===== src/rtl/dpm_ccgen.sv =====
// Condition-code generator: reduces ALU write-bus flags to N/Z/V/C per data size and holds the UCC, PCC and overflow-trap state.
// Latency: one lck_l edge from op presented to registered outputs, with no forwarding.
// Backpressure: stall_h freezes UCC, PCC and trap set; trap_ack_h is still honoured while stalled.
module dpm_ccgen (
    input  logic        lck_l,
    input  logic        rst_h,
    input  logic [31:0] wbus_h,
    input  logic [3:0]  wmuxz_h,
    input  logic [3:0]  aluv_h,
    input  logic [3:0]  cout_h,
    input  logic [1:0]  d_size_h,
    input  logic [2:0]  cc_op_h,
    input  logic        c_inv_h,
    input  logic        zacc_h,
    input  logic        stall_h,
    input  logic        iv_en_h,
    input  logic        trap_ack_h,
    output logic [3:0]  ucc_h,
    output logic [3:0]  pcc_h,
    output logic        cyin_h,
    output logic        ovf_trap_h
);

    localparam logic [2:0] OP_HOLD  = 3'b000;
    localparam logic [2:0] OP_UCC   = 3'b001;
    localparam logic [2:0] OP_XFER  = 3'b010;
    localparam logic [2:0] OP_BOTH  = 3'b011;
    localparam logic [2:0] OP_CLR   = 3'b100;
    localparam logic [2:0] OP_LOAD  = 3'b101;
    localparam logic [2:0] OP_MOVE  = 3'b110;
    localparam logic [2:0] OP_ARITH = 3'b111;

    logic [3:0] ucc_q;
    logic [3:0] pcc_q;
    logic       trap_q;

    logic [1:0] k;
    logic [4:0] n_idx;
    logic       nc;
    logic       zc_raw;
    logic       vc;
    logic       cc;
    logic       ucc_zc;
    logic       pcc_zc;
    logic       v_set;

    always_comb begin
        case (d_size_h)
            2'b00:   k = 2'd0;
            2'b01:   k = 2'd1;
            default: k = 2'd3;
        endcase
        n_idx = {k, 3'b111};
        nc    = wbus_h[n_idx];
        case (k)
            2'd0:    zc_raw = wmuxz_h[0];
            2'd1:    zc_raw = &wmuxz_h[1:0];
            default: zc_raw = &wmuxz_h;
        endcase
        vc = aluv_h[k];
        cc = cout_h[k] ^ c_inv_h;
        // Z accumulation always folds in the old Z of the register being written.
        ucc_zc = zc_raw & (~zacc_h | ucc_q[2]);
        pcc_zc = zc_raw & (~zacc_h | pcc_q[2]);
        v_set  = 1'b0;
        if (iv_en_h) begin
            case (cc_op_h)
                OP_BOTH, OP_ARITH: v_set = vc;
                OP_LOAD:           v_set = wbus_h[1];
                default:           v_set = 1'b0;
            endcase
        end
    end

    always_ff @(posedge lck_l) begin
        if (rst_h) begin
            ucc_q  <= 4'b0000;
            pcc_q  <= 4'b0000;
            trap_q <= 1'b0;
        end else begin
            if (!stall_h) begin
                case (cc_op_h)
                    OP_HOLD:  ;
                    OP_UCC:   ucc_q <= {nc, ucc_zc, vc, cc};
                    OP_XFER:  pcc_q <= ucc_q;
                    OP_BOTH: begin
                        ucc_q <= {nc, ucc_zc, vc, cc};
                        pcc_q <= {nc, pcc_zc, vc, cc};
                    end
                    OP_CLR:   pcc_q <= 4'b0000;
                    OP_LOAD:  pcc_q <= wbus_h[3:0];
                    OP_MOVE:  pcc_q <= {nc, pcc_zc, 1'b0, pcc_q[0]};
                    OP_ARITH: pcc_q <= {nc, pcc_zc, vc, pcc_q[0]};
                    default:  ;
                endcase
            end
            // A new V=1 write beats a coincident acknowledge.
            if (!stall_h && v_set)
                trap_q <= 1'b1;
            else if (trap_ack_h)
                trap_q <= 1'b0;
        end
    end

    assign ucc_h      = ucc_q;
    assign pcc_h      = pcc_q;
    assign cyin_h     = ucc_q[0];
    assign ovf_trap_h = trap_q;

endmodule


===== config.mk =====
export PLATFORM = sky130hd
export DESIGN_NAME = dpm_ccgen
export DESIGN_NICKNAME = d
export VERILOG_FILES = /design/src/rtl/dpm_ccgen.sv
export SDC_FILE = /design/constraint.sdc
export NUM_CORES = 1
export LEC_CHECK = 0
export ABC_CLOCK_PERIOD_IN_PS = 1200
export CORE_ASPECT_RATIO = 0.9
export CORE_MARGIN = 3
export CORE_UTILIZATION = 28
export CTS_CLUSTER_DIAMETER = 150
export DETAILED_ROUTE_END_ITERATION = 10
export PLACE_DENSITY = 0.78
export SYNTH_ARGS = -nofsm -noshare
export SYNTH_HDL_FRONTEND = slang
export SYNTH_SLANG_ARGS = --single-unit

===== constraint.sdc =====
create_clock -name lck_l -period 1.2 [get_ports lck_l]
set_clock_uncertainty 0.05 [all_clocks]
set_input_delay 0.18 -clock lck_l [delete_from_list [all_inputs] [get_ports lck_l]]
set_output_delay 0.18 -clock lck_l [all_outputs]
set_load 0.05 [all_outputs]

# Yosys cells after proc, flatten, opt, wreduce, memory -nomap -nowiden
# Cells that the tools add are included.
# word_totals
ff_bits	9
out_inout_bits	10
# classes
eq_ne	9
reduce_logical	14
n_lt_le_gt_ge	2
bitwise_logic	9
mux	13
# op_table
operator	n
$pmux W4 S6	1
$eq A3 B3 Y1 const B	4
$reduce_and A4 Y1	2
$bmux W1 S2	3
$eq A3 B2 Y1 const B	2
$lt A5 B6 Y1 const B	1
$mux W1	6
$reduce_and A2 Y1	3
$reduce_bool A6 Y1	1
$eq A2 B1 Y1 const B	2
$logic_not A2 Y1	2
$not A1 Y1	4
$pmux W1 S2	2
$pmux W2 S2	1
$reduce_bool A4 Y1	1
$reduce_or A2 Y1	2
$eq A3 B1 Y1 const B	1
$lt A2 B3 Y1 const B	1
$and A1 B1 Y1	2
$or A1 B1 Y1	2
$reduce_bool A2 Y1	1
$logic_and A1 B1 Y1	1
$logic_not A1 Y1	1
$xor A1 B1 Y1	1

# Depth between registers and ports, before layout
# logic_depth
ltp_word	8
depth_mapped	5
mapped_depth_nobuf	4

# Worst setup path after synthesis
# Ideal clock, no wire load.
# synth_timing
path_type	register -> register
from	register ucc_q[1], in the netlist ucc_h[1]
to	register pcc_q[1], in the netlist pcc_h[1]
t_arrival_ps	1145
path_stages_with_launch	5
period_less_slack_ps	1281
path_slack_ps	-81
n_path_buf	0
setup_time_ps	86
path_cell_list	dfxtp_1 nand2b_1 a21oi_1 nor2_1 a211oi_1
# synth_via
elab_chain_len	1
# synth_rtl
element	line_no	rtl
start, declared	33	logic [3:0] ucc_q;
start signal, assigned	84	OP_UCC: ucc_q <= {nc, ucc_zc, vc, cc};
start signal, assigned	87	ucc_q <= {nc, ucc_zc, vc, cc};
$pmux W4 S6	82	case (cc_op_h)
end signal, assigned	85	OP_XFER: pcc_q <= ucc_q;
end signal, assigned	88	pcc_q <= {nc, pcc_zc, vc, cc};
end signal, assigned	91	OP_LOAD: pcc_q <= wbus_h[3:0];
end, declared	34	logic [3:0] pcc_q;
# Every way passes these cells.
# A chain may end at the register's enable or synchronous reset.

# Final worst setup path
# layout_timing
from	input aluv_h[1]
to	register pcc_q[1], in the netlist pcc_h[1]
# layout_via
elab_chain_len	3
# layout_rtl
element	line_no	rtl
start, declared	9	input logic [3:0] aluv_h,
$bmux W1 S2	60	vc = aluv_h[k];
$mux W1 (implied by the code)	60	
$pmux W4 S6	82	
# Every way passes these cells. The select of a mux whose other input is x is not followed.

==> metrics <==
P_leak=0.5256 nW; NetSw=326.8 µW; crit start category=primary input; Clock power frac=25.5%; period utilization=95.10%; post-route cell area=about 1300 µm²; Sequential Power Share=between 30% and 40%; Synth Warn #=0; Slew Limit Fails=0; # setup viols final=0; Mapped Nets=between 100 and 150; Critical Path Max Stage Delay=approximately 0.40 ns; Worst-path clk slew=roughly 0.07 ns; Layout area overhead=101.7%; post-synth top area share=around 28%; synthesized netlist cell count=85; Req. time, crit path=approximately 1.3 ns; Inserted Clock Buffers=3; HP Class=primary input to flip-flop; CTS tree=yes; n_diodes=0; GRT Total Usage=~15%; Vias=between 800 and 900; Worst Hold End=ucc_h[2]; drt pass-1 iters=4; post-route minimum period=1.141 ns; clock buffer depth=2; clock sink count=9; routability congestion estimate=roughly 0.8; initial antenna violation count=0; CP max-delay cell=clkdlybuf4s50_1; critical path capture point type=flip-flop; die width=56.62 µm; Top Ports=between 60 and 70; H-Tree Depth=1; Sw Ratio=32.69%; clock latency on the worst-skew pair=between 0.2 and 0.3 ns; unique cell type count in the Yosys netlist=25; most common cell in the netlist=nor2_1; first-pass GRT wire length=approximately 3.5 mm; wire per inst=approximately 14 µm; Rows=15; reg-to-reg critical path startpoint=pcc_h[2]; largest net degree at the start of global routing=8; Synth Flop Type=dfxtp_1; Yosys top cell by area=dfxtp_1; WS Path Type=primary input to flip-flop; final antenna-violating net count=0; EDFF count, synth=0; Critical Path, Cell by Cell=clkdlybuf4s50_1 > a211o_1 > a32oi_2 > a211oi_1; Post-DP Area=roughly 1200 µm²; RR Endpoint=pcc_h[2]; share of post-route cells with drive strength above 1=31.11%; Logic pwr share=40.9%; Async SR Flop Fraction=0%; initial drt markers=11; FF+latch count, synth=9; Post-Syn Area=~650 µm²; hold_buf cts=0; synthesized area per cell=approximately 7.6 µm²; Worst path top cell family by delay=compound AO/OA/AOI/OAI gates; Max VDD drop=488.3 µV; worst hold stages=3; most area-consuming cells after synthesis=dfxtp_1 28%, a211oi_1 8.1%, nor2_1 6.4%; Tightest Pin Transition=around 0.29 ns; CP bufs+invs=1; worst-path fanout max=2; R2R setup slack=roughly 0.18 ns; Routed Wire Length=around 2.2 mm; Die ar.=between 2000 and 3000 µm²; die height=51.56 µm; Layout Nets=roughly 190; pwr dens=between 700 and 800 nW/µm²; Hold Fails Final Rpt=0; gr ovfl total=0; outcome=complete, no violations; Max-Cap Viols=0; Power Total=999.5 µW; top post-synthesis cells by count=11 x nor2_1, 9 x dfxtp_1, 7 x a211oi_1; Worst Path Arrival=1.25 ns; worst rel slew slack=slightly above 80%; register area share after synthesis=between 20% and 30%; Cell Int Power=672.7 µW; Initial Util=31.56%; I/O Buffers=38; fmax=0.8763 GHz; Reg2Reg Depth=4; CORE AREA=2046 µm²; vias per inst=approximately 5.1; # DRC=0; hpwl dp=roughly 1.7 mm; vias in the first global route=approximately 760; clock root cell=clkbuf_4; beginning of the worst hold path=stall_h
-- flip-flops by register name (all words and copies together) (netlist names) --
name        cells
pcc_h           4
ucc_h           4
ovf_trap_h      1
-- placed cells by master (no fill, tap or decap), types with 2 or more instances in the layout --
cell,count
clkdlybuf4s50_1,21
buf_4,14
nor2_1,10
buf_12,10
nand2b_1,6
a211oi_1,6
a21oi_1,5
nand2_1,5
dfxtp_2,5
nand3_1,4
xnor2_1,4
nor2b_1,4
dlygate4sd2_1,4
dfxtp_1,4
o21ai_0,3
o21ai_1,3
clkbuf_4,3
dlymetal6s2s_1,3
o21ai_2,2
a211oi_2,2
inv_1,2
mux2i_1,2
nor3b_1,2
-- worst min-delay path: stages --
cell            delay (ns)
dlymetal6s2s_1        0.15
nor3b_4               0.08
a211oi_2              0.16
-- area by class of cell --
type | count | area (µm²)
clock buffer | 4 | 26.28
sequential | 9 | 186.4
tap | 25 | 31.28
timing repair buffer | 52 | 588.1
fill | 163 | 743.2
inverter | 2 | 7.507
multi-input combinational | 68 | 462.9
-- cell families (layout without fill, tap and decap cells) --
family / after synthesis / count (layout) / share of synthesized area (%)
xor gates and xnor gates: 4 / 4 / 5.426
and+or+nand+nor: 35 / 35 / 29.07
AOI/OAI and AO/OA: 26 / 26 / 26.55
muxes: 3 / 3 / 4.651
buffers and inverters: 8 / 58 / 6.394
DFF: 9 / 9 / 27.91
-- per-stage QoR --
| stage | util, % | std cells | setup TNS, ns | setup slack, ns | hold WS (ns) |
|---|---|---|---|---|---|
| after floorplan | - | 85 | 0 | 0.08794 | 0.2687 |
| after global placement | 59.27 | 153 | -3.350 | -0.4339 | 0.4311 |
| after detailed placement | 59.27 | 153 | -3.690 | -0.5246 | 0.4392 |
| after CTS | 61.04 | 157 | 0 | 0.0009374 | 0.4386 |
| after global routing | 63.67 | 160 | -0.01290 | -0.006684 | 0.3268 |
| final | 63.67 | 160 | 0 | 0.05884 | 0.2927 |
-- power groups by stage --
stage	Clock (mW)	Sequential, mW	Combinational [mW]
final	0.255	0.336	0.409
after global routing	0.274	0.338	0.434
after CTS	0.264	0.336	0.392
after detailed placement	0	0.343	0.389
after global placement	0	0.342	0.383
after floorplan	0	0.385	0.126
-- layer usage --
metal  up-vias  GRT usage [%]  routed length [µm]
li1        404              -                   -
met1       382          17.37                 888
met5         -              0                   0
met4         0          2.372                  27
met3         6          5.955                 164
met2        31          26.92                1124
-- how the worst max path moves through the flow --
stage | start | end | slack (ns) | depth (start not counted)
6_report | aluv_h[1] | pcc_h[1] | 0.06 | 4
5_1_grt | d_size_h[0] | pcc_h[0] | -0.007 | 5
4_1_cts | d_size_h[1] | pcc_h[2] | 0.0009 | 5
3_5_place_dp | d_size_h[0] | pcc_h[2] | -0.52 | 6
3_3_place_gp | d_size_h[0] | pcc_h[2] | -0.43 | 6
2_1_floorplan | ucc_h[1] | pcc_h[1] | 0.09 | 4
-- repair_timing --
item / CTS / global route
pin swaps: 2 / 4
endpoints found under the setup margin: 9 / 8
gates resized for setup: 8 / 9
setup buffers: 0 / 3
Note: power is estimated with default switching activity, not from simulation.
